===== src/rtl/comparator_unit_pkg.sv =====
// Shared result encoding for the comparator: one-hot {gt,lt,eq}.
package comparator_unit_pkg;
  typedef logic [2:0] cmp_result_t;

  localparam cmp_result_t CMP_EQ = 3'b001;
  localparam cmp_result_t CMP_LT = 3'b010;
  localparam cmp_result_t CMP_GT = 3'b100;
endpackage


===== src/rtl/comparator_unit_cmp_core.sv =====
// Unregistered magnitude/equality compare; signed mode flips the sign bit
// so both modes reduce to one unsigned compare.
module cmp_core
  import comparator_unit_pkg::*;
#(
  parameter int WIDTH = 1
) (
  input  logic [WIDTH-1:0] x,
  input  logic [WIDTH-1:0] y,
  input  logic             signed_mode,
  output cmp_result_t      res
);
  logic [WIDTH-1:0] sign_flip;
  logic [WIDTH-1:0] xk;
  logic [WIDTH-1:0] yk;

  always_comb begin
    sign_flip            = '0;
    sign_flip[WIDTH-1]   = signed_mode;
    xk                   = x ^ sign_flip;
    yk                   = y ^ sign_flip;
    if (xk == yk)      res = CMP_EQ;
    else if (xk < yk)  res = CMP_LT;
    else               res = CMP_GT;
  end
endmodule


===== src/rtl/comparator_unit.sv =====
// Registered comparator: one-cycle latency results plus a saturating
// mismatch counter for datapath health monitoring.
module comparator_unit
  import comparator_unit_pkg::*;
#(
  parameter int WIDTH = 1,
  parameter int CNT_W = 8
) (
  input  logic             clk,
  input  logic             rst,
  input  logic             in_valid,
  input  logic             signed_mode,
  input  logic [WIDTH-1:0] x,
  input  logic [WIDTH-1:0] y,
  input  logic             clr_count,
  output logic             out_valid,
  output logic             z,
  output logic             lt,
  output logic             gt,
  output logic [CNT_W-1:0] mismatch_count
);
  cmp_result_t      res_now, res_d, res_q;
  logic             valid_d, valid_q;
  logic [CNT_W-1:0] cnt_d, cnt_q;

  cmp_core #(.WIDTH(WIDTH)) u_core (
    .x           (x),
    .y           (y),
    .signed_mode (signed_mode),
    .res         (res_now)
  );

  always_comb begin
    valid_d = in_valid;
    res_d   = in_valid ? res_now : res_q;
    cnt_d   = cnt_q;
    // Clear wins over a same-cycle increment.
    if (clr_count)
      cnt_d = '0;
    else if (in_valid && res_now != CMP_EQ && cnt_q != {CNT_W{1'b1}})
      cnt_d = cnt_q + CNT_W'(1);
  end

  always_ff @(posedge clk) begin
    if (rst) begin
      valid_q <= 1'b0;
      res_q   <= '0;
      cnt_q   <= '0;
    end else begin
      valid_q <= valid_d;
      res_q   <= res_d;
      cnt_q   <= cnt_d;
    end
  end

  assign out_valid      = valid_q;
  assign z              = res_q[0];
  assign lt             = res_q[1];
  assign gt             = res_q[2];
  assign mismatch_count = cnt_q;
endmodule


===== config.mk =====
export PLATFORM = sky130hd
export DESIGN_NAME = comparator_unit
export DESIGN_NICKNAME = d
export VERILOG_FILES = /design/src/rtl/comparator_unit_pkg.sv /design/src/rtl/comparator_unit_cmp_core.sv /design/src/rtl/comparator_unit.sv
export SDC_FILE = /design/constraint.sdc
export NUM_CORES = 1
export LEC_CHECK = 0
export ABC_CLOCK_PERIOD_IN_PS = 5280
export BUFFER_PORTS_ARGS = -buffer_cell sky130_fd_sc_hd__buf_2
export CELL_PAD_IN_SITES_DETAIL_PLACEMENT = 0
export CELL_PAD_IN_SITES_GLOBAL_PLACEMENT = 1
export CORE_AREA = 2 2 44 46
export DETAILED_ROUTE_END_ITERATION = 7
export DIE_AREA = 0 0 46 48
export GPL_TIMING_DRIVEN = 0
export PLACE_DENSITY = 0.82
export SETUP_SLACK_MARGIN = 0.05
export SLEW_MARGIN = 20
export SYNTH_ARGS = -nofsm -noshare
export SYNTH_HDL_FRONTEND = slang
export SYNTH_HIERARCHICAL = 1
export SYNTH_SLANG_ARGS = --single-unit
export TNS_END_PERCENT = 30

===== constraint.sdc =====
create_clock -name clk -period 5.28 [get_ports clk]
set_input_delay 1.584 -clock clk [delete_from_list [all_inputs] [get_ports clk]]
set_output_delay 1.584 -clock clk [all_outputs]
set_load 0.1 [all_outputs]

After elaboration in Yosys (flattened, before gate mapping)
Cells that the tools add are included.
{"block": "classes", "add_sub_neg": 1, "n_eq_ne": 3, "magnitude_cmp": 1, "reduce_logical": 3, "mux": 2, "n_bitwise": 2}
{"op": "adder 8 x 1 -> 8 bit, second input constant", "n": 1}
{"op": "!= test 8 bit, second input constant", "n": 1}
{"op": "two-way mux 3 bit", "n": 2}
{"op": "!= test 3 x 1 -> 1 bit, second input constant", "n": 1}
{"op": "logical AND 1 bit", "n": 2}
{"op": "OR reduction 2 bit", "n": 1}
{"op": "XOR 1 bit", "n": 2}
{"op": "equality test 1 bit", "n": 1}
{"op": "< comparator 1 bit", "n": 1}
{"block": "word_totals", "register_bits": 12, "elab_cells": 15, "in_bits": 7}

Logic depth before layout (Yosys ltp)
{"block": "depth", "word_depth": 7, "depth_mapped": 6}

Modules after synthesis
The synthesis kept the hierarchy.
{"mod": "comparator_unit", "seq_area_each_um2": 240.2, "instances": 1, "area_per_inst_um2": 558.0, "cells_each": 60}
{"mod": "cmp_core", "seq_area_each_um2": 0.0, "instances": 1, "area_per_inst_um2": 60.1, "cells_each": 6}

Least setup slack after synthesis
Ideal clock, no wire load.
{"block": "synth_path", "path_kind": "input -> register", "startpoint": "input signed_mode", "endpoint": "register cnt_q[6] (netlist: mismatch_count[6])", "path_buffers": 0, "setup_ns": 0.086, "path_slack_ns": 2.287, "required_ns": 5.194, "stages": 6, "t_arrival_ns": 2.908, "path_cell_list": "xor2_1 ha_1 nor3b_1 or3b_4 o21ba_1 a211oi_1"}
{"block": "synth_via", "elab_cells_between_ends": 9, "cone_classes": "order compare (1); eq/ne (2); mux (2); bitwise (2); reduce/logical (2)"}
{"item": "start: declaration", "line_no": "comparator_unit.sv:12", "source": "input logic signed_mode,"}
{"item": "XOR 1 bit (on tied branches)", "line_no": "comparator_unit_cmp_core.sv:20, comparator_unit_cmp_core.sv:21"}
{"item": "equality test 1 bit *", "line_no": "comparator_unit_cmp_core.sv:22", "source": "if (xk == yk) res = CMP_EQ;"}
{"item": "two-way mux 3 bit *", "line_no": "comparator_unit_cmp_core.sv:22"}
{"item": "net res_now[0]", "line_no": "comparator_unit.sv:22", "source": "cmp_result_t res_now, res_d, res_q;"}
{"item": "!= test 3 x 1 -> 1 bit *", "line_no": "comparator_unit.sv:40", "source": "else if (in_valid && res_now != CMP_EQ && cnt_q != {CNT_W{1'b1}})"}
{"item": "logical AND 1 bit * (2 in a row)", "line_no": "comparator_unit.sv:40"}
{"item": "end signal: assignment", "line_no": "comparator_unit.sv:52", "source": "cnt_q <= cnt_d;"}
{"item": "end: declaration", "line_no": "comparator_unit.sv:24", "source": "logic [CNT_W-1:0] cnt_d, cnt_q;"}
The timed path passes the listed nets; every way through them passes the cells marked *.
A chain may end at the register's enable or synchronous reset.

Worst setup path after layout
Ends and elaborated chain as after synthesis.

==> impl_results.md <==
- Avg Cell Area, Syn: 9.37 um^2
- Final layout net count: approximately 100
- EDFF count, synth: 0
- Syn Nets: 76
- Most frequent cells in the layout: 18 x buf_2, 12 x dfxtp_1, 9 x nor2_1
- Hold crit path type: flop to flop
- Critical path's top delay family: simple AND/OR/NAND/NOR gates
- CTS buffer count: 3
- Top Usage Layer GRT: met1
- Post-Syn Area: roughly 620 um^2
- Root buf cell: clkbuf_4
- Largest net degree at the start of global routing: 9
- DR pass1 iterations: 3
- Post-CTS Setup Inserts: 0
- Max_cap viols: 0
- Register bit total from synthesis: 12
- FFs w/ async S/R, synth: 0%
- TritonCTS clock tree: yes
- Max Root-Sink Buffers: 2
- Clk sink count: 12
- Clock share of power: 34.6%
- ANT cells: 0
- Pwr dens: around 280 nW/um^2
- Max_slew headroom: 67.8%
- Layout cells sized above 1: 28.7%
- Die footprint: about 2200 um^2
- Start point of the critical path: signed_mode
- Crit path depth: 7
- Row count: 15
- Multi-input gate area: 369 um^2
- CTS clock-pin slew for the worst setup and hold paths: 0.08 ns
- Post-route ant nets: 0
- Primary FF master, synth: dfxtp_1
- Status: finished, final reports clean
- Vias per cell: 5.03
- Startpoint Class: primary input
- Critical Path Max Stage Delay: 0.41 ns
- Yosys cell types: 30
- CP endpoint kind: flop
- Hold WS: 0.500 ns
- Crit path max fanout: 4
- Number of global-route vias before repair: between 400 and 500
- Logic pwr share: a little over a fifth
- Worst-path cell chain: buf_2 -> xor2_1 -> ha_1 -> nor3b_1 -> or3b_4 -> o21ba_1 -> a211oi_1
- GR met2 Demand/Resource: 15.8%
- Post-Synthesis Cells: 66
- Vias post-DR: between 500 and 600
- Iter 0 DRT Violations: 6
- Crit Path Category: primary input to flop
- Achievable Freq: around 0.34 GHz
- FF/Latch Area: about 240 um^2
- Setup WS post-layout: 2.32 ns
- CTS H-tree lvls: 1
- Worst Skew: just under 0.008 ns
- Synth top area cells: dfxtp_1 39%, mux2i_1 8.1%, ha_1 6.1%
- Hpwl dp: ~900 um
- Clk Latency, worst-skew pair: 0.28 ns
- CP max stage cell: or3b_4
- Setup TNS Final: 0 ns
- GR Overflow Total: 0
- I/O Pins: 19
- Cts hold-fix bufs: 0
- Tightest Pin Transition: slightly below 0.5 ns
- Final worst path period need: 2.96 ns
- Placer Congestion: 0.702
- Total track usage: 12.8%
- Commonest non-fill, non-tap cell in the layout: buf_2
- Input/output buffers: 17
- Hold_sp: res_q[0]
- Global-route wire length before repair: 2010 um
- RSZ-0062 raised after global routing: false
- VDD IR max: approximately 0.00010 V
- Sequential power share: between 40 and 50%
- R2R Path Start: mismatch_count[0]
- DRC: 0
- Initial antenna violation count: 0
- Post-synth top area cell: dfxtp_1
- Cell internal pwr: roughly 150 uW
- Wire per inst: 11.4 um
- Layout Utilization: a little under half
- Yosys Warn Count: 6
- Final Hold Fails: 0
- Die height: 48 um
- Die X: 46 um
- Synth top area share: 38.9%
- Filler instances: 179
- Initial Util: a little over a third
- Critical path buffers and inverters: 1
- Hold path depth: 2
- GR Layer Usage met3: 2.26%
- Post-CTS Resized: 0
- Pre-CTS setup slack: 2.05 ns
- Cells on worst reg2reg path: 5
- Core Area: ~1700 um^2
- Pleak: 0.000340 uW
- Worst path arrival time: 3.14 ns
- Area delta synth->final: 23.1%
- Routed wire length: 1180 um
- Switching share of power: 31.5%
- CP required: 5.47 ns
- Met1 usage: 19.4%
- Fin crit share: 56.0%
- Final setup viols: 0
- Register area share after synthesis: 38.9%
- Sw Pwr: 68.2 uW
- Final Max Tran Viols: 0
[routing by layer]
layer | vias to the layer above | share of wire (%)
met4 | 0 | 1.6
li1 | 281 | -
met3 | 2 | 3.0
met5 | - | 0
met2 | 10 | 44
met1 | 230 | 52
[stage by stage]
step / cell area [um^2] / instances / total power, uW
after CTS: 761 / 104 / 220
after global placement: 724 / 100 / 144
final: 761 / 104 / 217
after detailed placement: 724 / 100 / 144
after floorplan: 618 / 66 / 135
after global routing: 761 / 104 / 228
[synthesized netlist by cell type (2+ instances only)]
master    count
dfxtp_1      12
nor2_1        9
mux2i_1       5
nand2_1       4
ha_1          3
xor2_1        3
a211oi_1      2
a21oi_1       2
a311oi_1      2
nand3_1       2
nor3_1        2
xnor2_1       2
[tightest hold or removal path: cells and delay by family, from the launching register on]
kind	cells	cell delay [ns]
and+or+nand+nor	1	0.07
DFF	1	0.33
muxes	1	0.06
[sequential cells by signal, indices dropped and copies added, names as in the netlist]
| register | count |
|---|---|
| res_q | 3 |
| mismatch_count | 8 |
| out_valid | 1 |
[final timing paths]
kind	to	slack (ns)
setup / recovery	mismatch_count[6]	2.32
hold / removal	res_q[0]	0.50
setup reg to reg	mismatch_count[6]	3.66
hold reg to reg	res_q[0]	0.50
[area by class of cell]
type | instances | share of cell area [%]
clock buffers | 4 | 4.77
flip-flops and latches | 12 | 31.6
well taps | 17 | 2.80
multi-input cells | 52 | 48.5
repair buffers | 17 | 11.2
plain buffers | 2 | 1.15
[logic make-up after synthesis]
logic type,Yosys count,synth area share (%)
flip-flops,12,38.9
multiplexers,5,8.10
AND/OR/NAND/NOR,29,26.1
AO/OA/AOI/OAI,10,12.3
adder cells (fa/ha/maj),3,6.07
buffers and inverters,2,1.42
XOR/XNOR,5,7.09
[power groups by stage]
stage	Sequential (uW)	Combinational, uW	Clock, uW
finish	94.8	47.0	74.9
global route	95.3	50.8	81.6
CTS	94.9	47.2	77.6
detailed placement	97.0	46.9	0
global placement	97.0	46.5	0
floorplan	117	17.4	0
No activity file was read; power rests on OpenSTA's default activity.
